**config.mk**
```make
export PLATFORM = sky130hd
export DESIGN_NAME = axis_skid_slice
export DESIGN_NICKNAME = d
export VERILOG_FILES = /design/src/rtl/axis_skid_slice.sv
export SDC_FILE = /design/constraint.sdc
export NUM_CORES = 1
export LEC_CHECK = 0
export CAP_MARGIN = 20
export CORE_MARGIN = 2
export CORE_UTILIZATION = 43
export DETAILED_ROUTE_END_ITERATION = 16
export GPL_ROUTABILITY_DRIVEN = 1
export PLACE_DENSITY = 0.71
export SYNTH_ARGS = -nofsm -noshare
export SYNTH_HDL_FRONTEND = slang
export SYNTH_SLANG_ARGS = --single-unit
```
**constraint.sdc**
```tcl
create_clock -name clk -period 1.9 [get_ports clk]
set_input_delay 0.38 -clock clk [delete_from_list [all_inputs] [get_ports clk]]
set_output_delay 0.38 -clock clk [all_outputs]
set_load 0.01 [all_outputs]
```
**src/rtl/axis_skid_slice.sv**
```systemverilog
// axis_skid_slice: AXI-Stream register slice with tkeep/tlast/tuser (MODE 0 skid, 1 forward-only, 2 bypass).
// Optional saturating performance counters are compiled in when AXIS_SLICE_PERF_EN is defined.
module axis_skid_slice #(
  parameter  int unsigned DATA_WIDTH  = 32,
  parameter  int unsigned USER_WIDTH  = 1,
  parameter  int unsigned MODE        = 0,
  parameter  int unsigned COUNT_WIDTH = 32,
  localparam int unsigned KEEP_WIDTH  = DATA_WIDTH / 8
) (
  input  logic                   clk,
  input  logic                   reset_n,
`ifdef AXIS_SLICE_PERF_EN
  input  logic                   perf_clear,
  output logic [COUNT_WIDTH-1:0] perf_beats,
  output logic [COUNT_WIDTH-1:0] perf_packets,
  output logic [COUNT_WIDTH-1:0] perf_stalls,
`endif
  input  logic                   s_axis_tvalid,
  output logic                   s_axis_tready,
  input  logic [DATA_WIDTH-1:0]  s_axis_tdata,
  input  logic [KEEP_WIDTH-1:0]  s_axis_tkeep,
  input  logic                   s_axis_tlast,
  input  logic [USER_WIDTH-1:0]  s_axis_tuser,
  output logic                   m_axis_tvalid,
  input  logic                   m_axis_tready,
  output logic [DATA_WIDTH-1:0]  m_axis_tdata,
  output logic [KEEP_WIDTH-1:0]  m_axis_tkeep,
  output logic                   m_axis_tlast,
  output logic [USER_WIDTH-1:0]  m_axis_tuser
);

  localparam int unsigned PAYLOAD_WIDTH = USER_WIDTH + 1 + KEEP_WIDTH + DATA_WIDTH;

  // Elaboration-time parameter sanity.
  if ((DATA_WIDTH < 8) || ((DATA_WIDTH % 8) != 0)) begin : g_bad_data_width
    $error("axis_skid_slice: DATA_WIDTH must be a non-zero multiple of 8");
  end
  if ((USER_WIDTH < 1) || (COUNT_WIDTH < 1) || (MODE > 2)) begin : g_bad_params
    $error("axis_skid_slice: USER_WIDTH/COUNT_WIDTH must be >= 1 and MODE <= 2");
  end

  logic [PAYLOAD_WIDTH-1:0] s_payload;
  logic [PAYLOAD_WIDTH-1:0] m_payload;

  assign s_payload = {s_axis_tuser, s_axis_tlast, s_axis_tkeep, s_axis_tdata};
  assign {m_axis_tuser, m_axis_tlast, m_axis_tkeep, m_axis_tdata} = m_payload;

  if (MODE == 0) begin : g_skid
    typedef enum logic [1:0] {
      ST_EMPTY = 2'd0,
      ST_BUSY  = 2'd1,
      ST_FULL  = 2'd2
    } state_t;

    state_t                   state;
    state_t                   state_nxt;
    logic [PAYLOAD_WIDTH-1:0] oreg;
    logic [PAYLOAD_WIDTH-1:0] sreg;
    logic                     s_ready_q;
    logic                     s_xfer;
    logic                     oreg_from_s;
    logic                     oreg_from_sreg;
    logic                     sreg_load;

    assign s_xfer        = s_axis_tvalid & s_ready_q;
    assign s_axis_tready = s_ready_q;
    assign m_payload     = oreg;

    // tready is registered from next_state so the backward path never sees m_axis_tready.
    always_ff @(posedge clk or negedge reset_n) begin
      if (!reset_n) begin
        state     <= ST_EMPTY;
        s_ready_q <= 1'b0;
      end else begin
        state     <= state_nxt;
        s_ready_q <= (state_nxt != ST_FULL);
      end
    end

    always_comb begin
      state_nxt = ST_EMPTY;
      case (state)
        ST_EMPTY: state_nxt = s_xfer ? ST_BUSY : ST_EMPTY;
        ST_BUSY: begin
          if (s_xfer && !m_axis_tready)      state_nxt = ST_FULL;
          else if (!s_xfer && m_axis_tready) state_nxt = ST_EMPTY;
          else                               state_nxt = ST_BUSY;
        end
        ST_FULL:  state_nxt = m_axis_tready ? ST_BUSY : ST_FULL;
        default:  state_nxt = ST_EMPTY;
      endcase
    end

    always_comb begin
      m_axis_tvalid  = 1'b0;
      oreg_from_s    = 1'b0;
      oreg_from_sreg = 1'b0;
      sreg_load      = 1'b0;
      case (state)
        ST_EMPTY: oreg_from_s = s_xfer;
        ST_BUSY: begin
          m_axis_tvalid = 1'b1;
          oreg_from_s   = s_xfer & m_axis_tready;
          sreg_load     = s_xfer & ~m_axis_tready;
        end
        ST_FULL: begin
          m_axis_tvalid  = 1'b1;
          oreg_from_sreg = m_axis_tready;
        end
        default: ;
      endcase
    end

    always_ff @(posedge clk or negedge reset_n) begin
      if (!reset_n)            oreg <= '0;
      else if (oreg_from_s)    oreg <= s_payload;
      else if (oreg_from_sreg) oreg <= sreg;
    end

    // Skid register carries no reset; it is only observed through OREG after a FULL state.
    always_ff @(posedge clk) begin
      if (sreg_load) sreg <= s_payload;
    end
  end else if (MODE == 1) begin : g_fwd
    logic                     valid_q;
    logic [PAYLOAD_WIDTH-1:0] oreg;
    logic                     s_xfer;

    assign s_axis_tready = ~valid_q | m_axis_tready;
    assign s_xfer        = s_axis_tvalid & s_axis_tready;
    assign m_axis_tvalid = valid_q;
    assign m_payload     = oreg;

    always_ff @(posedge clk or negedge reset_n) begin
      if (!reset_n) begin
        valid_q <= 1'b0;
        oreg    <= '0;
      end else if (s_xfer) begin
        valid_q <= 1'b1;
        oreg    <= s_payload;
      end else if (m_axis_tready) begin
        valid_q <= 1'b0;
      end
    end
  end else begin : g_bypass
    assign s_axis_tready = m_axis_tready;
    assign m_axis_tvalid = s_axis_tvalid;
    assign m_payload     = s_payload;
  end

`ifdef AXIS_SLICE_PERF_EN
  localparam logic [COUNT_WIDTH-1:0] CNT_MAX = '1;

  logic perf_m_xfer;
  assign perf_m_xfer = m_axis_tvalid & m_axis_tready;

  // Saturating counters; clear wins over increment.
  always_ff @(posedge clk or negedge reset_n) begin
    if (!reset_n) begin
      perf_beats   <= '0;
      perf_packets <= '0;
      perf_stalls  <= '0;
    end else if (perf_clear) begin
      perf_beats   <= '0;
      perf_packets <= '0;
      perf_stalls  <= '0;
    end else begin
      if (perf_m_xfer && (perf_beats != CNT_MAX))
        perf_beats <= perf_beats + COUNT_WIDTH'(1);
      if (perf_m_xfer && m_axis_tlast && (perf_packets != CNT_MAX))
        perf_packets <= perf_packets + COUNT_WIDTH'(1);
      if (m_axis_tvalid && !m_axis_tready && (perf_stalls != CNT_MAX))
        perf_stalls <= perf_stalls + COUNT_WIDTH'(1);
    end
  end
`endif

endmodule
```
==> flow_metrics.tcl <==
set metrics [dict create \
    worstPathMaxFanout 3 \
    fmax_ghz 0.571 \
    viasPerCell 4.70 \
    die_w_um 89.0 \
    grt-ovfl-total 0 \
    top_layer_used "met4" \
    clockBufferDepth 2 \
    holdCritPathClass "in -> async" \
    ant_nets 0 \
    slew_violations 0 \
    port_buffers 81 \
    min_period_ps 1750 \
    fin_worst_skew_ps 5.83 \
    place.gp.congestion 0.771 \
    remaining_drc_errors 0 \
    num_rows 30 \
    wl_met3_um 332 \
    timing.final.crit_share_pct 92.2 \
    drtIter0Drc 124 \
    fin_ws_ps 147 \
    yosysSeqAreaShare_pct 69.7 \
    grt_setup_unrepaired "no" \
    finalSetupViolCount 0 \
    grt_pass1_wl_mm 9.43 \
    cts.clk_slew.worst_paths_ps 80 \
    firstDrtPassIters 6 \
    vias 1949 \
    cellPowerDensity_nw_per_um2 1450 \
    critPathLaunchType "register" \
    ys_seq_elements 79 \
    clkSinkCount 79 \
    grt_pass1_vias 1970 \
    synthCells 224 \
    dieHeight_um 89.0 \
    synth_edf_count 38 \
    die-area_um2 7920 \
    worstMarginPinSlew_ps 554 \
    grt_max_degree 42 \
    drive_above_1_share_pct 9.40 \
    initial_core_util_pct 45.0 \
    status "finished, final reports clean" \
    cts.htree.levels 3 \
    wl_met2_mm 2.68 \
    ctsHoldBuffers 0 \
    synth_nets 272 \
    fin_area_um2 4330 \
    syn_avg_cell_area_um2 13.9 \
    netlist_area_um2 3110 \
    layout_commonest_cell "clkdlybuf4s50_1" \
    peakVddDrop_mv 1.28 \
    placed_area_um2 4110 \
    required_ps 1520 \
    synth_async_sr_flop_share_pct 51.9 \
    io_pins 82 \
    cap_violations 0 \
    syn_to_final_growth_pct 39.3 \
    root_buffer "clkbuf_8" \
    worstSetupPathType "reg -> out" \
    wl_mm 5.94 \
    power_w 0.00629 \
    cts_tree "done" \
    drt-wirelength-per-cell_um 14.3 \
    insertion_delay_ps 330 \
    slew_headroom_pct 63.1 \
    endpoint_kind "output pin" \
    diodes 0 \
    fp.coreArea_um2 6910 \
    synth.distinct_cells 16 \
    dp_hpwl_mm 3.93 \
    final_hold_viol_count 0 \
    met1_length_mm 2.85 \
    layout.nets 362 \
    antenna_found_initial 0 \
    dp_slack_ps -63.6 \
    ys.warnings.count 0 \
    worst_ep_arrival_time_ps 1370 \
    p_leak_nw 1.89 \
    cts_buffers 9 \
    synthFlopType "dfrtp_1" \
    layout.cells.most_common_list "clkdlybuf4s50_1 (79), dfrtp_1 (41), a21oi_1 (39), nor2_1 (39)" \
    track_usage_pct 15.9 \
]
==> sequential cells by signal, indices dropped and copies added (netlist names) <==
| name | cells |
|---|---|
| g_skid.oreg | 38 |
| g_skid.sreg | 38 |
| g_skid.state | 2 |
| s_axis_tready | 1 |
==> path summary, 6_finish.rpt <==
kind	from	endpoint	slack [ps]	depth (start not counted)
worst min register to register	g_skid.sreg[26]	g_skid.oreg[26]	550	2
min in group clk	g_skid.sreg[26]	g_skid.oreg[26]	550	2
max in group asynchronous	reset_n	s_axis_tready	1410	2
worst max register to register	s_axis_tready	g_skid.oreg[13]	320	6
worst min-delay path	reset_n	g_skid.oreg[7]	100	2
worst max-delay path	g_skid.state[0]	m_axis_tvalid	150	3
==> worst max-delay path, stage by stage (launching register included) <==
cell and delay (ps):
dfrtp_1 390, inv_1 80, ha_1 290, dlygate4sd2_1 290
==> stage by stage <==
step                hold slack, ps  setup TNS, ps  cells  util [%]
floorplan                     84.4              0    224         -
global placement               496          -34.0    399      59.5
detailed placement             493          -1360    399      59.5
CTS                            124              0    415      62.7
global route                   175              0    415      62.7
finish                         104              0    415      62.7
==> per-layer routing <==
| layer | track usage (%) | vias to the layer above |
|---|---|---|
| met3 | 3.79 | 9 |
| met1 | 22.4 | 896 |
| li1 | - | 979 |
| met5 | 0 | - |
| met4 | 6.11 | 0 |
| met2 | 24.1 | 65 |
==> power breakdown <==
part / switching, W / internal [W] / leakage, nW / total (W)
Sequential: 0.000267 / 0.00232 / 0.800 / 0.00258
Clock: 0.000579 / 0.000771 / 0.116 / 0.00135
Combinational: 0.00107 / 0.00129 / 0.976 / 0.00236
==> synthesized netlist by cell type, types with 2 or more instances <==
| cell | instances | share of area [%] |
|---|---|---|
| buf_2 | 6 | 0.97 |
| inv_1 | 4 | 0.48 |
| a21oi_1 | 39 | 6.3 |
| nor2_1 | 39 | 4.7 |
| dfrtp_1 | 41 | 33 |
| buf_6 | 2 | 0.72 |
| nand2_1 | 3 | 0.36 |
| ha_1 | 6 | 2.4 |
| edfxtp_1 | 38 | 37 |
| mux2i_1 | 38 | 12 |
| buf_4 | 3 | 0.72 |
==> kinds of logic after synthesis <==
logic type	share of synthesized area [%]
adders and majority gates	2.42
and+or+nand+nor	5.48
buffers and inverters	3.02
AOI/OAI and AO/OA	7.13
muxes	12.2
DFF	69.7
==> what timing repair did <==
action,4_1_cts,5_1_grt
hold endpoints to repair,0,0
resized for setup,1,0
setup buffers,0,0
setup endpoints to repair,1,0
==> final cells by class <==
class	count	area [um2]
fill	568	2580
timing repair buffer	91	942
inverter	4	18.8
clock buffer	10	138
sequential	79	2170
clock inverter	6	83.8
tap	96	120
multi-input combinational	129	861
No activity file was read; power rests on OpenSTA's default activity.
